### src/rtl/trees_acc_sequencer.sv
// rtl/trees_acc_sequencer.sv - command sequencer for the tree-ensemble ping-pong accelerator
// Turns a 64-bit word stream into tree/feature writes and returns packed predictions.
module trees_acc_sequencer #(
  parameter int N_TREES          = 16,
  parameter int N_NODE_AND_LEAFS = 256,
  parameter int N_FEATURE        = 32,
  parameter int MAX_BURST        = 5000,
  localparam int TW = $clog2(N_TREES),
  localparam int NW = $clog2(N_NODE_AND_LEAFS),
  localparam int FW = $clog2(MAX_BURST * N_FEATURE / 2),
  localparam int LW = $clog2(MAX_BURST) + 1
) (
  input  logic          clk,
  input  logic          rst,
  input  logic          cmd_valid,
  output logic          cmd_ready,
  input  logic          cmd_op,
  input  logic [LW-1:0] cmd_len,
  input  logic          in_valid,
  output logic          in_ready,
  input  logic [63:0]   in_data,
  output logic          out_valid,
  input  logic          out_ready,
  output logic [63:0]   out_data,
  output logic          out_last,
  output logic          cmd_done,
  output logic          cmd_err,
  output logic          busy,
  output logic          load_trees,
  output logic [TW-1:0] n_tree,
  output logic [NW-1:0] n_node,
  output logic [63:0]   tree_nodes,
  output logic          load_features,
  output logic [FW-1:0] feature_addr,
  output logic [63:0]   features2,
  output logic          start,
  output logic [LW-1:0] burst_len,
  input  logic          done,
  output logic [LW-1:0] prediction_addr,
  input  logic [63:0]   prediction
);

  typedef enum logic [2:0] {
    IDLE, LD_TREES, LD_FEAT, START, WAIT_DONE, RD_ADDR, RD_HOLD
  } state_t;

  localparam logic [TW-1:0] LAST_TREE = TW'(N_TREES - 1);
  localparam logic [NW-1:0] LAST_NODE = NW'(N_NODE_AND_LEAFS - 1);
  localparam logic [LW-1:0] MAX_LEN   = LW'(MAX_BURST);

  state_t        state_q, state_d;
  logic [TW-1:0] tree_q;
  logic [NW-1:0] node_q;
  logic [31:0]   word_q;
  logic [31:0]   feat_words_q;
  logic [31:0]   last_idx_q;
  logic [31:0]   rd_idx_q;
  logic          len_ok;
  logic          last_tree_word;
  logic          last_feat_word;

  assign len_ok          = (cmd_len != '0) && (cmd_len <= MAX_LEN);
  assign last_tree_word  = (tree_q == LAST_TREE) && (node_q == LAST_NODE);
  assign last_feat_word  = (word_q == feat_words_q - 32'd1);
  assign cmd_ready       = (state_q == IDLE);
  assign in_ready        = (state_q == LD_TREES) || (state_q == LD_FEAT);
  assign busy            = (state_q != IDLE);
  assign prediction_addr = LW'(rd_idx_q);

  always_comb begin
    state_d = state_q;
    case (state_q)
      IDLE: begin
        if (cmd_valid) begin
          if (!cmd_op)     state_d = LD_TREES;
          else if (len_ok) state_d = LD_FEAT;
        end
      end
      LD_TREES:  if (in_valid && last_tree_word) state_d = IDLE;
      LD_FEAT:   if (in_valid && last_feat_word) state_d = START;
      START:     state_d = WAIT_DONE;
      WAIT_DONE: if (done) state_d = RD_ADDR;
      RD_ADDR:   state_d = RD_HOLD;
      RD_HOLD:   if (out_ready) state_d = out_last ? IDLE : RD_ADDR;
      default:   state_d = IDLE;
    endcase
  end

  always_ff @(posedge clk or posedge rst) begin
    if (rst) begin
      state_q       <= IDLE;
      tree_q        <= '0;
      node_q        <= '0;
      word_q        <= '0;
      feat_words_q  <= '0;
      last_idx_q    <= '0;
      rd_idx_q      <= '0;
      out_valid     <= 1'b0;
      out_data      <= '0;
      out_last      <= 1'b0;
      cmd_done      <= 1'b0;
      cmd_err       <= 1'b0;
      load_trees    <= 1'b0;
      n_tree        <= '0;
      n_node        <= '0;
      tree_nodes    <= '0;
      load_features <= 1'b0;
      feature_addr  <= '0;
      features2     <= '0;
      start         <= 1'b0;
      burst_len     <= '0;
    end else begin
      state_q       <= state_d;
      cmd_done      <= 1'b0;
      cmd_err       <= 1'b0;
      load_trees    <= 1'b0;
      load_features <= 1'b0;
      start         <= 1'b0;
      case (state_q)
        IDLE: begin
          if (cmd_valid) begin
            tree_q <= '0;
            node_q <= '0;
            word_q <= '0;
            if (cmd_op) begin
              if (cmd_len == '0) begin
                cmd_done <= 1'b1;
              end else if (!len_ok) begin
                cmd_err <= 1'b1;
              end else begin
                burst_len    <= cmd_len;
                feat_words_q <= 32'(cmd_len) * 32'(N_FEATURE / 2);
                last_idx_q   <= ((32'(cmd_len) + 32'd7) >> 3) - 32'd1;
              end
            end
          end
        end
        LD_TREES: begin
          if (in_valid) begin
            load_trees <= 1'b1;
            n_tree     <= tree_q;
            n_node     <= node_q;
            tree_nodes <= in_data;
            // node index wraps into the tree index: k/N and k%N without a divider
            if (node_q == LAST_NODE) begin
              node_q <= '0;
              tree_q <= tree_q + 1'b1;
            end else begin
              node_q <= node_q + 1'b1;
            end
            if (last_tree_word) cmd_done <= 1'b1;
          end
        end
        LD_FEAT: begin
          if (in_valid) begin
            load_features <= 1'b1;
            feature_addr  <= FW'(word_q);
            features2     <= in_data;
            word_q        <= word_q + 32'd1;
          end
        end
        START: start <= 1'b1;
        WAIT_DONE: if (done) rd_idx_q <= '0;
        RD_ADDR: begin
          out_data  <= prediction;
          out_valid <= 1'b1;
          out_last  <= (rd_idx_q == last_idx_q);
        end
        RD_HOLD: begin
          if (out_ready) begin
            out_valid <= 1'b0;
            out_last  <= 1'b0;
            if (out_last) cmd_done <= 1'b1;
            else          rd_idx_q <= rd_idx_q + 32'd1;
          end
        end
        default: ;
      endcase
    end
  end

endmodule

### config.mk
export PLATFORM = sky130hd
export DESIGN_NAME = trees_acc_sequencer
export DESIGN_NICKNAME = d
export VERILOG_FILES = /design/src/rtl/trees_acc_sequencer.sv
export SDC_FILE = /design/constraint.sdc
export NUM_CORES = 1
export LEC_CHECK = 0
export ABC_AREA = 1
export BUFFER_PORTS_ARGS = -buffer_cell sky130_fd_sc_hd__buf_2
export CAP_MARGIN = 30
export CELL_PAD_IN_SITES_DETAIL_PLACEMENT = 1
export CELL_PAD_IN_SITES_GLOBAL_PLACEMENT = 2
export CORE_ASPECT_RATIO = 0.75
export CORE_MARGIN = 5
export CORE_UTILIZATION = 31
export CTS_BUF_LIST = sky130_fd_sc_hd__clkbuf_8 sky130_fd_sc_hd__clkbuf_16
export DETAILED_ROUTE_END_ITERATION = 7
export GPL_TIMING_DRIVEN = 0
export PLACE_DENSITY = 0.77
export SYNTH_ARGS = -nofsm -noshare
export SYNTH_HDL_FRONTEND = slang
export SYNTH_SLANG_ARGS = --single-unit
### constraint.sdc
create_clock -name clk -period 14.2 [get_ports clk]
set_input_delay 1.42 -clock clk [delete_from_list [all_inputs] [get_ports clk]]
set_output_delay 1.42 -clock clk [all_outputs]
set_load 0.05 [all_outputs]
==> impl_metrics.toml <==
[global_routing]
antenna_found_initial = 4
grt_pass1_vias = 14750
grt_usage_pct = 20.47
gr-total-overflow = 0
grt_pass1_wl_um = 87790
grt_max_degree = 128

[timing]
tightest_slew_ns = 0.7560
setup_viol = 0
final.period_utilization_pct = 23.52
finClkSkew_ns = 0.02343
fin_crit_ns = 3.340
finalHoldViolations = 0
worst_slew_margin_rel_pct = 49.60
clock.fmax_mhz = 299.4
drv_slew = 0
fin_ws_ns = 10.86
rsz0062_at_grt = "no"

[yosys]
ys_types = 50
netlist_area_um2 = 15440
ys.flop_type = "dfrtp_1"
postSynthAreaPerCell_um2 = 8.716
synth_edf_count = 0
synthArstFlopShare_pct = 100.0
ys_ff_latch = 334
yosys_warnings = 0
yosysSeqAreaShare_pct = 54.15
syn_inst = 1771
synth_nets = 1926

[floorplan]
coreArea_um2 = 49050
die_w_um = 267.7
row_count = 70
start_util_pct = 31.47
die_h_um = 203.3
die-area_um2 = 54400
pin_count = 408

[final_layout]
final_common_cell = "nand2_1"
area_delta_synth_final_pct = 27.53
drive_gt1_share_pct = 27.67
final_cell_mix = "nand2_1, buf_2, dfrtp_1"
final_util_pct = 40.14
layout.nets = 2376

[detailed_routing]
vias = 13870
drt-total-wl_um = 57040
drt-initial-drc-count = 650
dr.pass1.iters = 4
avgViaCountPerCell = 4.783
drc = 0
wire_per_inst_um = 19.67
ant_nets = 0

[placed_design]
pre_cts_ws_ns = 10.74
dp_hpwl_um = 44370
place_congestion = 0.8320
io_buffers = 407

[clock_network]
cts_buffer_depth = 3
cts_num_sinks = 334
cts.repair.resized = 0
clockRootBuffer = "clkbuf_16"
clk-insertion-delay-late_ns = 0.56
ctsHtreeMaxLevel = 2
clk_pin_slew_worst_paths_ns = 0.06
cts_hold_buf = 0
cts_setup_buffers = 0
cts_tree = "yes"
cts_made_buffers = 39

[worst_setup_path]
startpoint_type = "flop"
worstPathCellList = "inv_1, nor2_1, nand2_1, nand2_1, buf_2"
crit_top_cell = "nand2_1"
crit_slowest_cell = "dfrtp_1"
critical_path_class = "flop to primary output"
worstPathArrival_ns = 1.92
setup.worst_path.end_class = "primary output"
worstPathRequired_ns = 12.78
cp_max_fo = 5
critPathMaxStageDelay_ns = 0.42

[worst_hold_path]
hold_path_class = "flop to flop"

[status]
status = "finished clean"

[power]
leakagePower_nw = 10.13
cellPowerDensity_nw_per_um2 = 246.8
vdd_drop_max_uv = 134.1

[job]
maxCapViolCount = 0
-- cell type report --
| type | count | area [um^2] |
|---|---|---|
| fillers | 5921 | 29360 |
| flip-flops and latches | 334 | 8358 |
| multi-input cells | 1137 | 5858 |
| repair buffers | 409 | 2092 |
| clock buffers | 48 | 1111 |
| inverters | 232 | 880.8 |
| well taps | 648 | 810.8 |
| plain buffers | 68 | 346.6 |
| clock inverters | 20 | 217.7 |
| diodes | 4 | 10.01 |
-- kinds of logic after synthesis --
logic type | count (synthesis) | share of synthesized area, %
AO/OA/AOI/OAI | 302 | 10.37
XOR/XNOR | 22 | 1.248
adder cells (fa/ha/maj) | 6 | 0.4863
buffers and inverters | 300 | 7.903
flip-flops | 334 | 54.15
multiplexers | 64 | 4.669
AND/OR/NAND/NOR | 743 | 21.18
-- Yosys cell counts (8+ instances only) --
| library cell | n | area, um^2 |
|---|---|---|
| inv_1 | 223 | 837.1 |
| nor3_1 | 36 | 180.2 |
| inv_2 | 8 | 30.03 |
| dfrtp_1 | 334 | 8358 |
| nand3_1 | 70 | 350.3 |
| nor2_1 | 119 | 446.7 |
| buf_4 | 16 | 120.1 |
| nand2_1 | 440 | 1652 |
| buf_2 | 25 | 125.1 |
| nand4_1 | 24 | 150.1 |
| nor4_1 | 10 | 62.56 |
| mux2_2 | 64 | 720.7 |
| a21oi_1 | 41 | 205.2 |
| o21ai_0 | 223 | 1116 |
| xor2_1 | 15 | 131.4 |
| clkbuf_1 | 23 | 86.33 |
-- report_power, final --
part	internal (mW)	total (mW)	leakage (nW)	switching (mW)
Clock	0.628	1.05	0.683	0.422
Combinational	0.519	2.30	5.16	1.78
Sequential	1.28	1.51	4.28	0.229
Total	2.43	4.86	10.1	2.43
-- sequential cells by signal (all words and copies together), names as in the netlist --
signal / flops
last_idx_q: 13
word_q: 32
start: 1
rd_idx_q: 32
load_features: 1
n_tree: 4
n_node: 8
cmd_done: 1
tree_q: 4
cmd_err: 1
out_data: 64
out_valid: 1
node_q: 8
load_trees: 1
feature_addr: 17
features2: 64
tree_nodes: 64
state_q: 3
out_last: 1
feat_words_q: 14
-- worst paths after layout --
kind,start,end,slack (ns),depth (start not counted)
setup / recovery,state_q[0],in_ready,10.86,5
hold / removal,n_node[4],n_node[4],0.47,2
setup reg to reg,feat_words_q[4],state_q[1],11.70,13
hold reg to reg,n_node[4],n_node[4],0.47,2
max in group asynchronous,rst,features2[18],12.11,3
min in group asynchronous,rst,word_q[27],0.96,2
-- through the flow --
step,hold slack (ns),setup TNS [ns],std cells,power (mW),cell area (um^2)
floorplan,0.4530,0,1771,3.151,15440
global placement,0.4551,-250.73,2826,3.798,18280
detailed placement,0.4657,0,2828,3.849,18350
CTS,0.4803,0,2896,4.928,19680
global route,0.5028,0,2899,5.115,19680
finish,0.4716,0,2900,4.859,19690
-- metal layers --
| metal | track usage, % | vias up | wire [um] |
|---|---|---|---|
| li1 | - | 6615 | - |
| met1 | 28.77 | 6940 | 26690 |
| met2 | 32.93 | 250 | 26750 |
| met3 | 3.835 | 66 | 2513 |
| met4 | 5.003 | 0 | 1085 |
| met5 | 0 | - | 0 |
-- worst max-delay path, delay by kind of cell (launching register included) --
kind                   cells  cell delay (ns)
flip-flops                 1             0.42
buffers and inverters      2             0.42
AND/OR/NAND/NOR            3             0.52
No activity file was read; power rests on OpenSTA's default activity.
